<file path="src/rtl/ad9826_pkg.sv">
// ad9826_pkg
// Shared definitions for the AD9826 serial-port responder: register
// addresses, frame layout constants and the frame decoder state type.
// No ports; imported by ad9826_regfile and ad9826_serial_responder.
package ad9826_pkg;

  // Register map addresses used by the configuration master
  localparam logic [2:0] ADDR_REG        = 3'd0;
  localparam logic [2:0] ADDR_MUX        = 3'd1;
  localparam logic [2:0] ADDR_RED_PGA    = 3'd2;
  localparam logic [2:0] ADDR_RED_OFFSET = 3'd5;

  // Frame layout
  localparam int FRAME_BITS     = 16;
  localparam int ADDR_MSB_IDX   = 1;
  localparam int ADDR_W         = 3;
  localparam int DATA_START_IDX = 7;
  localparam int DATA_W         = 9;
  localparam int NUM_REGS       = 8;

  typedef logic [3:0] bit_idx_t;

  // Bit indices pre-sized to the frame counter width
  localparam bit_idx_t ADDR_LAST_BIT  = bit_idx_t'(ADDR_MSB_IDX + ADDR_W - 1);
  localparam bit_idx_t HDR_LAST_BIT   = bit_idx_t'(DATA_START_IDX - 1);
  localparam bit_idx_t FRAME_LAST_BIT = bit_idx_t'(FRAME_BITS - 1);

  typedef enum logic [1:0] {
    IDLE,
    HDR,
    DATA,
    HOLD
  } frame_state_t;

endpackage

</file>
<file path="src/rtl/ad9826_regfile.sv">
// ad9826_regfile
// 8 x 9-bit register file behind the serial responder.
// Ports:
//   clk, rst_n           : clock, synchronous active-low reset
//   we, wr_addr, wr_data : single write port
//   rd_addr, rd_data     : asynchronous read port for serial read-out
//   host_addr, host_data : registered host read port (1-cycle latency)
module ad9826_regfile
  import ad9826_pkg::*;
#(
  parameter logic [DATA_W-1:0] RST_CFG = 9'h000
) (
  input  logic              clk,
  input  logic              rst_n,
  input  logic              we,
  input  logic [2:0]        wr_addr,
  input  logic [DATA_W-1:0] wr_data,
  input  logic [2:0]        rd_addr,
  output logic [DATA_W-1:0] rd_data,
  input  logic [2:0]        host_addr,
  output logic [DATA_W-1:0] host_data
);

  logic [DATA_W-1:0] regs [NUM_REGS];

  // Host read samples the pre-write contents, so a same-cycle write and
  // host read of one address returns the old value.
  always_ff @(posedge clk) begin
    if (!rst_n) begin
      for (int i = 1; i < NUM_REGS; i++) regs[i] <= '0;
      regs[0]   <= RST_CFG;
      host_data <= '0;
    end else begin
      if (we) regs[wr_addr] <= wr_data;
      host_data <= regs[host_addr];
    end
  end

  assign rd_data = regs[rd_addr];

endmodule

</file>
<file path="src/rtl/ad9826_serial_responder.sv">
// ad9826_serial_responder
// Device end of the AD9826 3-wire serial port. Decodes 16-bit SLOAD/SDATA
// frames (R/W, 3-bit address, 3 ignored bits, 9-bit data MSB first),
// commits writes into an 8x9 register file and shifts read data back out.
// Ports:
//   clk, rst_n               : clock (= master SCLK), sync active-low reset
//   sload_i, sdata_i         : frame select (active low) and serial data in
//   sdata_o, sdata_oe        : serial read data and its drive enable
//   host_addr_i, host_data_o : registered host read port
//   wr_strobe_o, wr_addr_o, wr_data_o : commit pulse and last write
//   frame_err_o              : pulse when a frame ends short
module ad9826_serial_responder
  import ad9826_pkg::*;
#(
  parameter logic              RD_POL  = 1'b1,
  parameter logic [DATA_W-1:0] RST_CFG = 9'h000
) (
  input  logic              clk,
  input  logic              rst_n,
  input  logic              sload_i,
  input  logic              sdata_i,
  output logic              sdata_o,
  output logic              sdata_oe,
  input  logic [2:0]        host_addr_i,
  output logic [DATA_W-1:0] host_data_o,
  output logic              wr_strobe_o,
  output logic [2:0]        wr_addr_o,
  output logic [DATA_W-1:0] wr_data_o,
  output logic              frame_err_o
);

  frame_state_t      state;
  bit_idx_t          bit_cnt;
  logic              rw;
  logic [2:0]        addr;
  logic [DATA_W-1:0] data_sh;
  logic [DATA_W-2:0] out_sh;
  logic              commit_pend;
  logic [DATA_W-1:0] rd_data;
  logic              is_read;

  assign is_read = (rw == RD_POL);

  ad9826_regfile #(
    .RST_CFG (RST_CFG)
  ) u_regfile (
    .clk       (clk),
    .rst_n     (rst_n),
    .we        (commit_pend),
    .wr_addr   (addr),
    .wr_data   (data_sh),
    .rd_addr   (addr),
    .rd_data   (rd_data),
    .host_addr (host_addr_i),
    .host_data (host_data_o)
  );

  // Frame decoder. bit_cnt holds the index of the bit the next edge samples.
  // A write is flagged on the bit-15 edge and committed one edge later, so
  // addr/data_sh stay stable through the commit (IDLE/HOLD never touch them
  // while sload_i is high, and a new frame needs one high cycle first).
  // Read data leaves MSB first: D8 is loaded on the bit-6 edge and the
  // remaining 8 bits shift out of out_sh one per DATA edge.
  always_ff @(posedge clk) begin
    if (!rst_n) begin
      state       <= IDLE;
      bit_cnt     <= '0;
      rw          <= 1'b0;
      addr        <= '0;
      data_sh     <= '0;
      out_sh      <= '0;
      sdata_o     <= 1'b0;
      sdata_oe    <= 1'b0;
      frame_err_o <= 1'b0;
      commit_pend <= 1'b0;
      wr_strobe_o <= 1'b0;
      wr_addr_o   <= '0;
      wr_data_o   <= '0;
    end else begin
      frame_err_o <= 1'b0;
      commit_pend <= 1'b0;
      wr_strobe_o <= commit_pend;
      if (commit_pend) begin
        wr_addr_o <= addr;
        wr_data_o <= data_sh;
      end

      case (state)
        IDLE: begin
          if (!sload_i) begin
            rw      <= sdata_i;
            bit_cnt <= 4'd1;
            state   <= HDR;
          end
        end

        HDR: begin
          if (sload_i) begin
            state       <= IDLE;
            frame_err_o <= 1'b1;
            sdata_o     <= 1'b0;
            sdata_oe    <= 1'b0;
          end else begin
            bit_cnt <= bit_cnt + 4'd1;
            if (bit_cnt <= ADDR_LAST_BIT) addr <= {addr[1:0], sdata_i};
            if (bit_cnt == HDR_LAST_BIT) begin
              state <= DATA;
              if (is_read) begin
                out_sh   <= rd_data[DATA_W-2:0];
                sdata_o  <= rd_data[DATA_W-1];
                sdata_oe <= 1'b1;
              end
            end
          end
        end

        DATA: begin
          if (sload_i) begin
            state       <= IDLE;
            frame_err_o <= 1'b1;
            sdata_o     <= 1'b0;
            sdata_oe    <= 1'b0;
          end else begin
            bit_cnt <= bit_cnt + 4'd1;
            data_sh <= {data_sh[DATA_W-2:0], sdata_i};
            if (bit_cnt == FRAME_LAST_BIT) begin
              state    <= HOLD;
              sdata_o  <= 1'b0;
              sdata_oe <= 1'b0;
              if (!is_read) commit_pend <= 1'b1;
            end else if (is_read) begin
              sdata_o <= out_sh[DATA_W-2];
              out_sh  <= {out_sh[DATA_W-3:0], 1'b0};
            end
          end
        end

        HOLD: begin
          if (sload_i) state <= IDLE;
        end

        default: state <= IDLE;
      endcase
    end
  end

endmodule
</file>
<file path="config.mk">
export PLATFORM = sky130hd
export DESIGN_NAME = ad9826_serial_responder
export DESIGN_NICKNAME = d
export VERILOG_FILES = /design/src/rtl/ad9826_pkg.sv /design/src/rtl/ad9826_regfile.sv /design/src/rtl/ad9826_serial_responder.sv
export SDC_FILE = /design/constraint.sdc
export NUM_CORES = 1
export LEC_CHECK = 0
export ABC_AREA = 1
export BUFFER_PORTS_ARGS = -buffer_cell sky130_fd_sc_hd__buf_2
export CAP_MARGIN = 15
export CORE_MARGIN = 3
export CORE_UTILIZATION = 45
export DETAILED_ROUTE_END_ITERATION = 12
export SETUP_SLACK_MARGIN = 0.2
export SYNTH_ARGS = -nofsm -noshare
export SYNTH_HDL_FRONTEND = slang
export SYNTH_SLANG_ARGS = --single-unit
</file>
<file path="constraint.sdc">
create_clock -name clk -period 1.7 [get_ports clk]
set_input_delay 0.34 -clock clk [delete_from_list [all_inputs] [get_ports clk]]
set_output_delay 0.34 -clock clk [all_outputs]
set_load 0.05 [all_outputs]
</file>
Word level (Yosys, flattened, before mapping):

Memories as Yosys holds them, arrays and structs flattened. A register that Yosys moved wholly into a read port is not among the register bits.
Cells that the tools add are included.

* add/sub/neg operators: 1
* magnitude comparators: 1
* equality and inequality tests: 18
* multiplexer cells: 41
* bitwise gates (word level): 4
* reduce and logical (&&, ||, !) cells: 16

Operator list (count)
* $mux W8: 6
* $mux W1: 18
* $ne A2 B2 Y1 const B: 9
* $pmux W8 S2: 1
* $mux W2: 6
* $reduce_and A4 Y1: 3
* $mux W3: 3
* $mux W9: 1
* $ne A3 B3 Y1 const B: 3
* $reduce_or A9 Y1: 1
* $mux W4: 2
* $pmux W2 S4: 1
* $pmux W4 S2: 1
* $reduce_and A7 Y1: 1
* $reduce_and A2 Y1: 3
* $reduce_and A3 Y1: 2
* $add A4 B1 Y4 const B: 1
* $eq A2 B2 Y1 const B: 2
* $eq A4 B3 Y1 const B: 1
* $eq A4 B4 Y1 const B: 1
* $le A4 B2 Y1 const B: 1
* $ne A4 B4 Y1 const B: 1
* $not A1 Y1: 4
* $pmux W1 S2: 2
* 6 further kinds: 7

* bits in registers: 44
* bits in writable memories: 72
* input bits: 7
* output and inout bits: 25
* memories: 1

Memories
* u_regfile.regs: words 8, bits a word 9, rd ports 2, clocked after memory_dff 2, write ports 8, RTL line ad9826_regfile.sv:24 `logic [DATA_W-1:0] regs [NUM_REGS];`

Logic depth before layout (Yosys ltp):

Gate-level depths: netlist of the first run.

* depth after elaboration: 5
* mapped depth: 11

Modules after synthesis:

Synthesis of the first run repeated with hierarchy kept, for this count alone.

* cell total of the unflattened synthesis: 820
* area total of the unflattened synthesis: 6416.2 um^2

Modules (own cells, without submodules)
* ad9826_regfile: instances 1, cells each 561, area an instance 4491.8 um^2, sequential area each 2342.2 um^2
* ad9826_serial_responder: instances 1, cells each 259, area an instance 1924.3 um^2, sequential area each 880.8 um^2

Worst setup path before layout of the first run:

OpenSTA, ideal clock, no wires.

* path kind: register to register
* start point: reg state[0]
* end point: reg out_sh[4]
* setup time: 119 ps
* data arrival time: 1358 ps
* setup slack: 222 ps
* stages on the path, launching flop included: 8
* buffers on the path: 0
* period minus slack after synthesis: 1478 ps
* cells stage by stage: dfxtp_1 > inv_1 > ha_1 > nand2_1 > nor2_4 > inv_2 > nor2_1 > a21oi_1

* cells in the longest elaborated chain, start to end: 3
* elaborated cells on any way between the ends: 11
* those cells by class: 8 x eq/ne; 1 x mux; 2 x reduce/logical

RTL lines
* from (decl): RTL line ad9826_serial_responder.sv:32 `frame_state_t state;`
* from (signal assigned): RTL line ad9826_serial_responder.sv:66 `state <= IDLE;`
* from (signal assigned): RTL line ad9826_serial_responder.sv:93 `state <= HDR;`
* from (signal assigned): RTL line ad9826_serial_responder.sv:99 `state <= IDLE;`
* $eq A2 B2 Y1 or $eq A2 B1 Y1 (tied branches): RTL line ad9826_serial_responder.sv:88 `case (state)`
* $ne A2 B2 Y1 (no line) or $reduce_bool A2 Y1 (tied branches)
* $reduce_and A7 Y1 (no line)
* to (signal assigned): RTL line ad9826_serial_responder.sv:109 `out_sh <= rd_data[DATA_W-2:0];`
* to (signal assigned): RTL line ad9826_serial_responder.sv:133 `out_sh <= {out_sh[DATA_W-3:0], 1'b0};`
* to (decl): RTL line ad9826_serial_responder.sv:37 `logic [DATA_W-2:0] out_sh;`

Parallel ways exist; a longest one is shown, timed or not.
A chain may end at the register's enable or synchronous reset.

Final worst setup path of the first run:

* start point: reg state[0]
* end point: reg out_sh[7]

The elaborated chain is that of the path after synthesis.

==> metrics.txt, run 1 <==
# TYPE chip_impl_metric gauge
chip_impl_metric{name="ys_async_sr_fraction",unit=""} 0
chip_impl_metric{name="critical_path_required",unit="ns"} 2.01
chip_impl_metric{name="post_drt_via_cell_ratio",unit=""} 5.34
chip_impl_metric{name="worstMarginPinSlew",unit="ns"} 0.549
chip_impl_metric{name="globalRouteOverflowTotal",unit=""} 0
chip_impl_metric{name="post_synth_mux_area_share",unit=""} 0
chip_impl_metric{name="cts.sinks",unit=""} 128
chip_impl_metric{name="final-hold-violation-count",unit=""} 0
chip_impl_metric{name="antenna_violating_nets_post_route",unit=""} 0
chip_impl_metric{name="wirelength",unit="um"} 17300
chip_impl_metric{name="path_clk_slew",unit="ns"} 0.06
chip_impl_info{name="startpoint_type",value="flip-flop"} 1
chip_impl_metric{name="deepest_clock_path_buffer_count",unit=""} 2
chip_impl_metric{name="clock_latency_of_the_later_clocked_register_in_the_worst_skew_pair",unit="ns"} 0.43
chip_impl_metric{name="core_outline_area",unit="um2"} 13300
chip_impl_metric{name="numPortBuffers",unit=""} 31
chip_impl_metric{name="fp.dieArea",unit="um2"} 15100
chip_impl_metric{name="edff_count_synth",unit=""} 72
chip_impl_metric{name="global_route_wire_length_before_repair",unit="um"} 26600
chip_impl_info{name="root_buffer",value="sky130_fd_sc_hd__clkbuf_16"} 1
chip_impl_metric{name="crit_arrival",unit="ns"} 1.76
chip_impl_info{name="min-delay-path-class",value="primary input to flip-flop"} 1
chip_impl_metric{name="maxCapViolCount",unit=""} 0
chip_impl_metric{name="cts_made_buffers",unit=""} 17
chip_impl_metric{name="yosys.area_share.simple",unit=""} 0.227
chip_impl_metric{name="worst_slew_margin_rel",unit=""} 0.633
chip_impl_metric{name="syn-num-nets",unit=""} 786
chip_impl_metric{name="max_freq",unit="MHz"} 687
chip_impl_metric{name="setup_viol_count_final",unit=""} 0
chip_impl_metric{name="netlist_area",unit="um2"} 6150
chip_impl_metric{name="drc",unit=""} 0
chip_impl_metric{name="grt.total_usage",unit=""} 0.236
chip_impl_info{name="cts_tree",value="yes"} 1
chip_impl_metric{name="setup-tns-final",unit="ns"} 0
chip_impl_info{name="synth_top_family_by_area",value="simple AND/OR/NAND/NOR gates"} 1
chip_impl_metric{name="grt_pass1_vias",unit=""} 5227
chip_impl_info{name="yosys_most_used_dff",value="sky130_fd_sc_hd__edfxtp_1"} 1
chip_impl_metric{name="detailroute.via_count",unit=""} 5418
chip_impl_metric{name="synthDominantCellAreaShare",unit=""} 0.351
chip_impl_metric{name="power_per_cell_area",unit="nW/um2"} 1210
chip_impl_metric{name="fillerInstances",unit=""} 1215
chip_impl_metric{name="synth-xor-area-share",unit=""} 0
chip_impl_info{name="outcome",value="finished, final reports clean"} 1
chip_impl_metric{name="report.final.slew_viol_count",unit=""} 0
chip_impl_metric{name="detail_route.first_pass.iterations",unit=""} 7
chip_impl_metric{name="routabilityCongestion",unit=""} 0.952
chip_impl_metric{name="row_count",unit=""} 42
chip_impl_metric{name="cellLeakagePower",unit="uW"} 0.00308
chip_impl_metric{name="detail_route.iter0.violations",unit=""} 495
chip_impl_info{name="critPathKind",value="flip-flop to flip-flop"} 1
chip_impl_metric{name="timing.critical_path.fanout_max",unit=""} 8
chip_impl_metric{name="synth-seq-cells",unit=""} 128
chip_impl_metric{name="timing.clock.skew",unit="ns"} 0.0160
chip_impl_metric{name="fin_crit_sh",unit=""} 0.856
chip_impl_info{name="critPathCaptureType",value="flip-flop"} 1
chip_impl_metric{name="count_of_placed_standard_cells_in_the_final_layout_fillers_left_out",unit=""} 1014
chip_impl_metric{name="cts-hold-fix-buffers",unit=""} 0
chip_impl_metric{name="grt_max_degree",unit=""} 39
chip_impl_metric{name="post-dp-hpwl",unit="um"} 11800
chip_impl_metric{name="synth.lib_cells_used.distinct",unit=""} 28
chip_impl_info{name="post_synth_main_area_contributors",value="sky130_fd_sc_hd__edfxtp_1 (35%), sky130_fd_sc_hd__dfxtp_1 (18%), sky130_fd_sc_hd__nor2_1 (8.7%), sky130_fd_sc_hd__nand2_1 (7.9%), sky130_fd_sc_hd__inv_1 (5.6%)"} 1
chip_impl_metric{name="wl_per_cell",unit="um"} 17.0
chip_impl_metric{name="antenna_found_initial",unit=""} 0
chip_impl_metric{name="die_w",unit="um"} 123
chip_impl_metric{name="post-place-cells",unit=""} 979
chip_impl_metric{name="layout-drive-gt1-share",unit=""} 0.169
chip_impl_metric{name="max-vdd-ir-drop",unit="uV"} 715
chip_impl_metric{name="final_antenna_diode_count",unit=""} 0
chip_impl_metric{name="flow.area_growth_from_synthesis",unit="%"} 20.5
chip_impl_metric{name="top_level_ports",unit=""} 32
chip_impl_metric{name="post_synth_fa_ha_maj_area_fraction",unit=""} 0.0183
chip_impl_metric{name="mean_cell_area_of_the_mapped_netlist",unit="um2"} 7.99
chip_impl_metric{name="synth_compound_area_frac",unit=""} 0.129
chip_impl_metric{name="num-nets-final",unit=""} 841
chip_impl_metric{name="die-height",unit="um"} 123
chip_impl_metric{name="ys_seq_area_frac",unit=""} 0.534
chip_impl_metric{name="number_of_instances_in_the_synthesized_netlist",unit=""} 770
chip_impl_metric{name="finalCriticalPeriod",unit="ns"} 1.45
chip_impl_metric{name="synth_warnings",unit=""} 0
chip_impl_metric{name="cts-htree-levels",unit=""} 4
chip_impl_info{name="synth_top_area_cell",value="sky130_fd_sc_hd__edfxtp_1"} 1
chip_impl_metric{name="floorplan.initialDensity",unit=""} 0.463
chip_impl_metric{name="timing.hold.ws",unit="ns"} 0.195
chip_impl_info{name="setup_repair_after_global_routing_missed_its_margin",value="yes"} 1
metrics by stage:
step | utilization | worst slack (ns) | power, uW | area, um2
floorplan | - | 0.222 | 4640 | 6150
global placement | 0.500 | 0.168 | 5070 | 6650
detailed placement | 0.500 | 0.0880 | 5110 | 6650
CTS | 0.550 | 0.202 | 8880 | 7320
global route | 0.558 | 0.149 | 9300 | 7410
finish | 0.558 | 0.245 | 8940 | 7410
path summary, 6_finish.rpt:
check / slack, ns / cells after the start / end / startpoint
min: 0.20 / 3 / wr_strobe_o / rst_n
min reg2reg: 0.47 / 2 / wr_data_o[8] / wr_data_o[8]
max: 0.25 / 10 / out_sh[7] / state[0]
max reg2reg: 0.25 / 10 / out_sh[7] / state[0]
synthesized netlist by cell type, drive strengths merged, types with 2 or more instances:
master and count:
clkbuf 10, nand3 52, edfxtp 72, a21oi 66
inv 97, or2 2, o22ai 11, nor3 3
o211ai 5, nand4 4, clkinv 9, buf 23
nand2 136, o21ai 69, nor2 144, ha 9
dfxtp 56
where the power goes:
part	switching, uW	internal, uW	total, uW
Sequential	113	3460	3570
Clock	1360	2340	3700
Combinational	1150	526	1670
Total	2620	6320	8940
cell type report:
| cell class | count | area (um2) | share of cell area |
|---|---|---|---|
| Multi-Input combinational cell | 503 | 2390 | 0.323 |
| Tap cell | 176 | 220 | 0.0297 |
| Clock buffer | 24 | 567 | 0.0764 |
| Sequential cell | 128 | 3290 | 0.444 |
| Clock inverter | 8 | 57.6 | 0.00776 |
| Inverter | 106 | 408 | 0.0550 |
| Timing Repair Buffer | 69 | 473 | 0.0638 |
cell usage in the layout (no fill, tap or decap), types with 2 or more instances in the layout:
cell,count
sky130_fd_sc_hd__buf_6,2
sky130_fd_sc_hd__dfxtp_4,2
sky130_fd_sc_hd__inv_4,7
sky130_fd_sc_hd__nand2_1,124
sky130_fd_sc_hd__inv_1,87
sky130_fd_sc_hd__buf_4,34
sky130_fd_sc_hd__nand3_1,51
sky130_fd_sc_hd__nor2_2,2
sky130_fd_sc_hd__nand4_1,4
sky130_fd_sc_hd__clkinv_4,2
sky130_fd_sc_hd__o21ai_0,65
sky130_fd_sc_hd__nand2_4,3
sky130_fd_sc_hd__buf_12,2
sky130_fd_sc_hd__buf_2,31
sky130_fd_sc_hd__clkinv_1,9
sky130_fd_sc_hd__dfxtp_2,3
sky130_fd_sc_hd__ha_2,4
sky130_fd_sc_hd__edfxtp_1,72
sky130_fd_sc_hd__dfxtp_1,51
sky130_fd_sc_hd__nor3_1,3
sky130_fd_sc_hd__a21oi_1,66
sky130_fd_sc_hd__o21ai_1,3
sky130_fd_sc_hd__o22ai_1,11
sky130_fd_sc_hd__o211ai_1,5
sky130_fd_sc_hd__nand2_2,9
sky130_fd_sc_hd__nor2_1,141
sky130_fd_sc_hd__clkbuf_16,21
sky130_fd_sc_hd__or2_2,2
sky130_fd_sc_hd__ha_1,2
sky130_fd_sc_hd__inv_2,6
sky130_fd_sc_hd__clkbuf_8,3
sky130_fd_sc_hd__ha_4,3
layer usage:
layer / part of all wire / GRT usage / vias to the layer above
li1: - / - / 2623
met1: 0.44 / 0.310 / 2566
met2: 0.47 / 0.374 / 195
met3: 0.065 / 0.0586 / 34
met4: 0.024 / 0.0994 / 0
met5: 0 / 0 / -
registers in the layout (all words and copies together), names as in the netlist, named ones only:
name and flops:
wr_data_o 9, commit_pend 1, u_regfile.regs 72, state 2
frame_err_o 1, is_read 1, wr_strobe_o 1, sdata_o 1
wr_addr_o 3, u_regfile.host_data 9, data_sh 9, addr 3
bit_cnt 4, out_sh 8, sdata_oe 1
repair_timing:
item,in CTS,in global routing
hold endpoints to repair,0,0
pin swaps,5,12
endpoints found under the setup margin,10,33
setup buffers,1,2
resized for setup,12,27
worst max-delay path: stages (launching register included):
cell and delay [ns]:
sky130_fd_sc_hd__dfxtp_4 0.36, sky130_fd_sc_hd__buf_6 0.13, sky130_fd_sc_hd__ha_4 0.17, sky130_fd_sc_hd__inv_4 0.06, sky130_fd_sc_hd__nand2_4 0.05, sky130_fd_sc_hd__nand2_4 0.07
sky130_fd_sc_hd__nand2_4 0.08, sky130_fd_sc_hd__nor2_4 0.18, sky130_fd_sc_hd__inv_2 0.08, sky130_fd_sc_hd__nor2_2 0.11, sky130_fd_sc_hd__a21oi_1 0.06
kinds of logic after synthesis:
group / Yosys count
AOI/OAI and AO/OA: 152
and+or+nand+nor: 342
adders and majority gates: 9
buffers and inverters: 139
DFF: 128
(Power assumes the default switching activity.)
==> inputs of run 2 (changes only) <==
Settings changed: GPL_TIMING_DRIVEN from default to 0.
==> run 2 against run 1 <==
First-iteration DRC count up 1.0%. Hold slack better by 0.038 ns. Sequential cell count stayed put. Critical path depth down 2.
==> metrics.txt, run 2 (same netlist as run 1, synthesis figures left out) <==
# TYPE chip_impl_metric gauge
chip_impl_info{name="outcome",value="finished, final reports clean"} 1
chip_impl_metric{name="post-route-worst-setup-slack",unit="ns"} 0.181
chip_impl_metric{name="placed_standard_cell_area",unit="um2"} 6520
chip_impl_metric{name="maxCapViolCount",unit=""} 0
chip_impl_metric{name="cellLeakagePower",unit="uW"} 0.00312
chip_impl_info{name="cts_tree",value="yes"} 1
chip_impl_metric{name="fp.dieArea",unit="um2"} 15100
chip_impl_metric{name="timing.critical_path.fanout_max",unit=""} 8
chip_impl_metric{name="post_drt_via_cell_ratio",unit=""} 5.51
chip_impl_metric{name="critical_path_required",unit="ns"} 2.00
chip_impl_metric{name="power.switching_fraction",unit=""} 0.300
chip_impl_info{name="regMostFlops",value="u_regfile.regs"} 1
chip_impl_info{name="root_buffer",value="sky130_fd_sc_hd__clkbuf_16"} 1
chip_impl_info{name="cp_slowest_cell",value="sky130_fd_sc_hd__dfxtp_4"} 1
chip_impl_metric{name="max_freq",unit="MHz"} 658
chip_impl_metric{name="crit_arrival",unit="ns"} 1.82
chip_impl_info{name="critPathKind",value="flip-flop to flip-flop"} 1
chip_impl_metric{name="detailroute.via_count",unit=""} 5600
chip_impl_metric{name="detail_route.first_pass.iterations",unit=""} 5
chip_impl_metric{name="die-height",unit="um"} 123
chip_impl_metric{name="cts_made_buffers",unit=""} 17
chip_impl_metric{name="antenna_violating_nets_post_route",unit=""} 0
chip_impl_metric{name="reg2reg_depth",unit=""} 8
chip_impl_metric{name="flow.area_growth_from_synthesis",unit="%"} 20.7
chip_impl_metric{name="core_outline_area",unit="um2"} 13300
chip_impl_metric{name="sequentialPowerShare",unit=""} 0.405
chip_impl_metric{name="antenna_found_initial",unit=""} 0
chip_impl_metric{name="power_per_cell_area",unit="nW/um2"} 1190
chip_impl_metric{name="final-hold-violation-count",unit=""} 0
chip_impl_metric{name="max-vdd-ir-drop",unit="uV"} 943
chip_impl_metric{name="wirelength",unit="um"} 18000
chip_impl_metric{name="cts-htree-levels",unit=""} 4
chip_impl_metric{name="wl_per_cell",unit="um"} 17.7
chip_impl_info{name="startpoint_type",value="flip-flop"} 1
chip_impl_info{name="final_cell_mix",value="sky130_fd_sc_hd__nor2_1 (137), sky130_fd_sc_hd__nand2_1 (113), sky130_fd_sc_hd__inv_1 (88)"} 1
chip_impl_metric{name="final_antenna_diode_count",unit=""} 0
chip_impl_metric{name="deepest_clock_path_buffer_count",unit=""} 2
chip_impl_metric{name="timing.hold.ws",unit="ns"} 0.233
chip_impl_metric{name="die_w",unit="um"} 123
chip_impl_info{name="path_cells",value="buf_6 > ha_4 > nand4_1 > nand2_2 > nor2_4 > inv_2 > nor2_2 > a21oi_1"} 1
chip_impl_metric{name="grt_pass1_vias",unit=""} 5226
chip_impl_info{name="critPathCaptureType",value="flip-flop"} 1
chip_impl_metric{name="worst_slack_after_detailed_placement",unit="ns"} -0.354
chip_impl_metric{name="worstMarginPinSlew",unit="ns"} 0.710
chip_impl_metric{name="power.share.clock",unit=""} 0.411
chip_impl_metric{name="finalCriticalPeriod",unit="ns"} 1.52
chip_impl_metric{name="path_clk_slew",unit="ns"} 0.06
chip_impl_metric{name="post-place-cells",unit=""} 976
chip_impl_metric{name="postLayoutCellArea",unit="um2"} 7430
chip_impl_metric{name="number_of_flip_flops_under_the_largest_register_name",unit=""} 72
chip_impl_metric{name="report.final.slew_viol_count",unit=""} 0
chip_impl_metric{name="fin_crit_sh",unit=""} 0.894
chip_impl_info{name="layout.cells.most_common",value="sky130_fd_sc_hd__nor2_1"} 1
chip_impl_metric{name="clock_latency_of_the_later_clocked_register_in_the_worst_skew_pair",unit="ns"} 0.42
chip_impl_metric{name="grt.total_usage",unit=""} 0.247
chip_impl_metric{name="worst_slew_margin_rel",unit=""} 0.527
chip_impl_metric{name="setup_viol_count_final",unit=""} 0
chip_impl_metric{name="floorplan.initialDensity",unit=""} 0.463
chip_impl_metric{name="num-nets-final",unit=""} 844
chip_impl_metric{name="post-dp-hpwl",unit="um"} 12600
chip_impl_metric{name="switchingPower",unit="uW"} 2640
chip_impl_metric{name="cpPeakStageDelay",unit="ns"} 0.36
chip_impl_metric{name="drc",unit=""} 0
chip_impl_info{name="setup_repair_after_global_routing_missed_its_margin",value="yes"} 1
chip_impl_metric{name="routabilityCongestion",unit=""} 0.957
chip_impl_metric{name="detail_route.iter0.violations",unit=""} 500
chip_impl_info{name="min-delay-path-class",value="primary input to flip-flop"} 1
chip_impl_metric{name="count_of_placed_standard_cells_in_the_final_layout_fillers_left_out",unit=""} 1017
chip_impl_metric{name="globalRouteOverflowTotal",unit=""} 0
chip_impl_metric{name="global_route_wire_length_before_repair",unit="um"} 27900
chip_impl_metric{name="worst_hold_path.num_cells",unit=""} 3
chip_impl_metric{name="timing.clock.skew",unit="ns"} 0.00883
chip_impl_metric{name="numPortBuffers",unit=""} 30
chip_impl_metric{name="cts.sinks",unit=""} 128
chip_impl_metric{name="combPwrFrac",unit=""} 0.184
chip_impl_metric{name="critical_path_buf_inv_count",unit=""} 2
chip_impl_metric{name="cts-hold-fix-buffers",unit=""} 0
chip_impl_metric{name="power.internal",unit="uW"} 6170
chip_impl_metric{name="layout-drive-gt1-share",unit=""} 0.176
chip_impl_info{name="cpLargestDelayFamily",value="simple AND/OR/NAND/NOR gates"} 1
chip_impl_metric{name="grt_max_degree",unit=""} 17
chip_impl_metric{name="row_count",unit=""} 42
chip_impl_metric{name="top_level_ports",unit=""} 32
chip_impl_metric{name="worstSetupPathDepth",unit=""} 8
## run 2: timing repair
action | 4_1_cts | 5_1_grt
gates cloned | 0 | 1
endpoints found under the setup margin | 91 | 99
buffers inserted | 3 | 5
gates resized for setup | 35 | 40
pin swaps | 8 | 18
## run 2: worst reg2reg max path, stage by stage, from the launching register on
cell and delay (ns):
sky130_fd_sc_hd__dfxtp_4 0.36, sky130_fd_sc_hd__buf_6 0.12, sky130_fd_sc_hd__ha_4 0.15, sky130_fd_sc_hd__nand4_1 0.16, sky130_fd_sc_hd__nand2_2 0.15, sky130_fd_sc_hd__nor2_4 0.24
sky130_fd_sc_hd__inv_2 0.08, sky130_fd_sc_hd__nor2_2 0.09, sky130_fd_sc_hd__a21oi_1 0.06
## run 2: path summary, 6_finish.rpt
kind / slack [ns] / end / startpoint
worst max-delay path: 0.18 / out_sh[4] / state[1]
worst min-delay path: 0.23 / frame_err_o / sload_i
worst max register to register: 0.18 / out_sh[4] / state[1]
worst min register to register: 0.46 / wr_data_o[1] / wr_data_o[1]
## run 2: metal layers
metal	wire, um	vias to the layer above	GRT usage	part of all wire
met3	1300	36	0.0403	0.072
li1	-	2634	-	-
met1	7970	2697	0.343	0.44
met2	8220	233	0.383	0.46
met4	506	0	0.105	0.028
met5	0	-	0	0
## run 2: area by class of cell
class | count | area (um2)
Timing Repair Buffer | 38 | 214
Inverter | 106 | 412
Fill cell | 1235 | 5870
Multi-Input combinational cell | 504 | 2520
Tap cell | 176 | 220
Buffer | 33 | 176
Clock buffer | 20 | 489
Sequential cell | 128 | 3290
Clock inverter | 12 | 101
## run 2: per-stage QoR
step | util | power, uW | setup TNS (ns)
floorplan | - | 4640 | 0
global route | 0.559 | 9150 | 0
detailed placement | 0.491 | 5070 | -16.58
global placement | 0.491 | 5040 | -14.06
CTS | 0.544 | 8730 | 0
finish | 0.559 | 8820 | 0
## run 2: power by group through the flow
stage          Clock [uW]  Combinational (uW)  Sequential [uW]
5_1_grt              3760                1790             3590
2_1_floorplan           0                 941             3700
6_report             3620                1620             3570
4_1_cts              3630                1540             3560
3_3_place_gp            0                1430             3620
3_5_place_dp            0                1450             3620
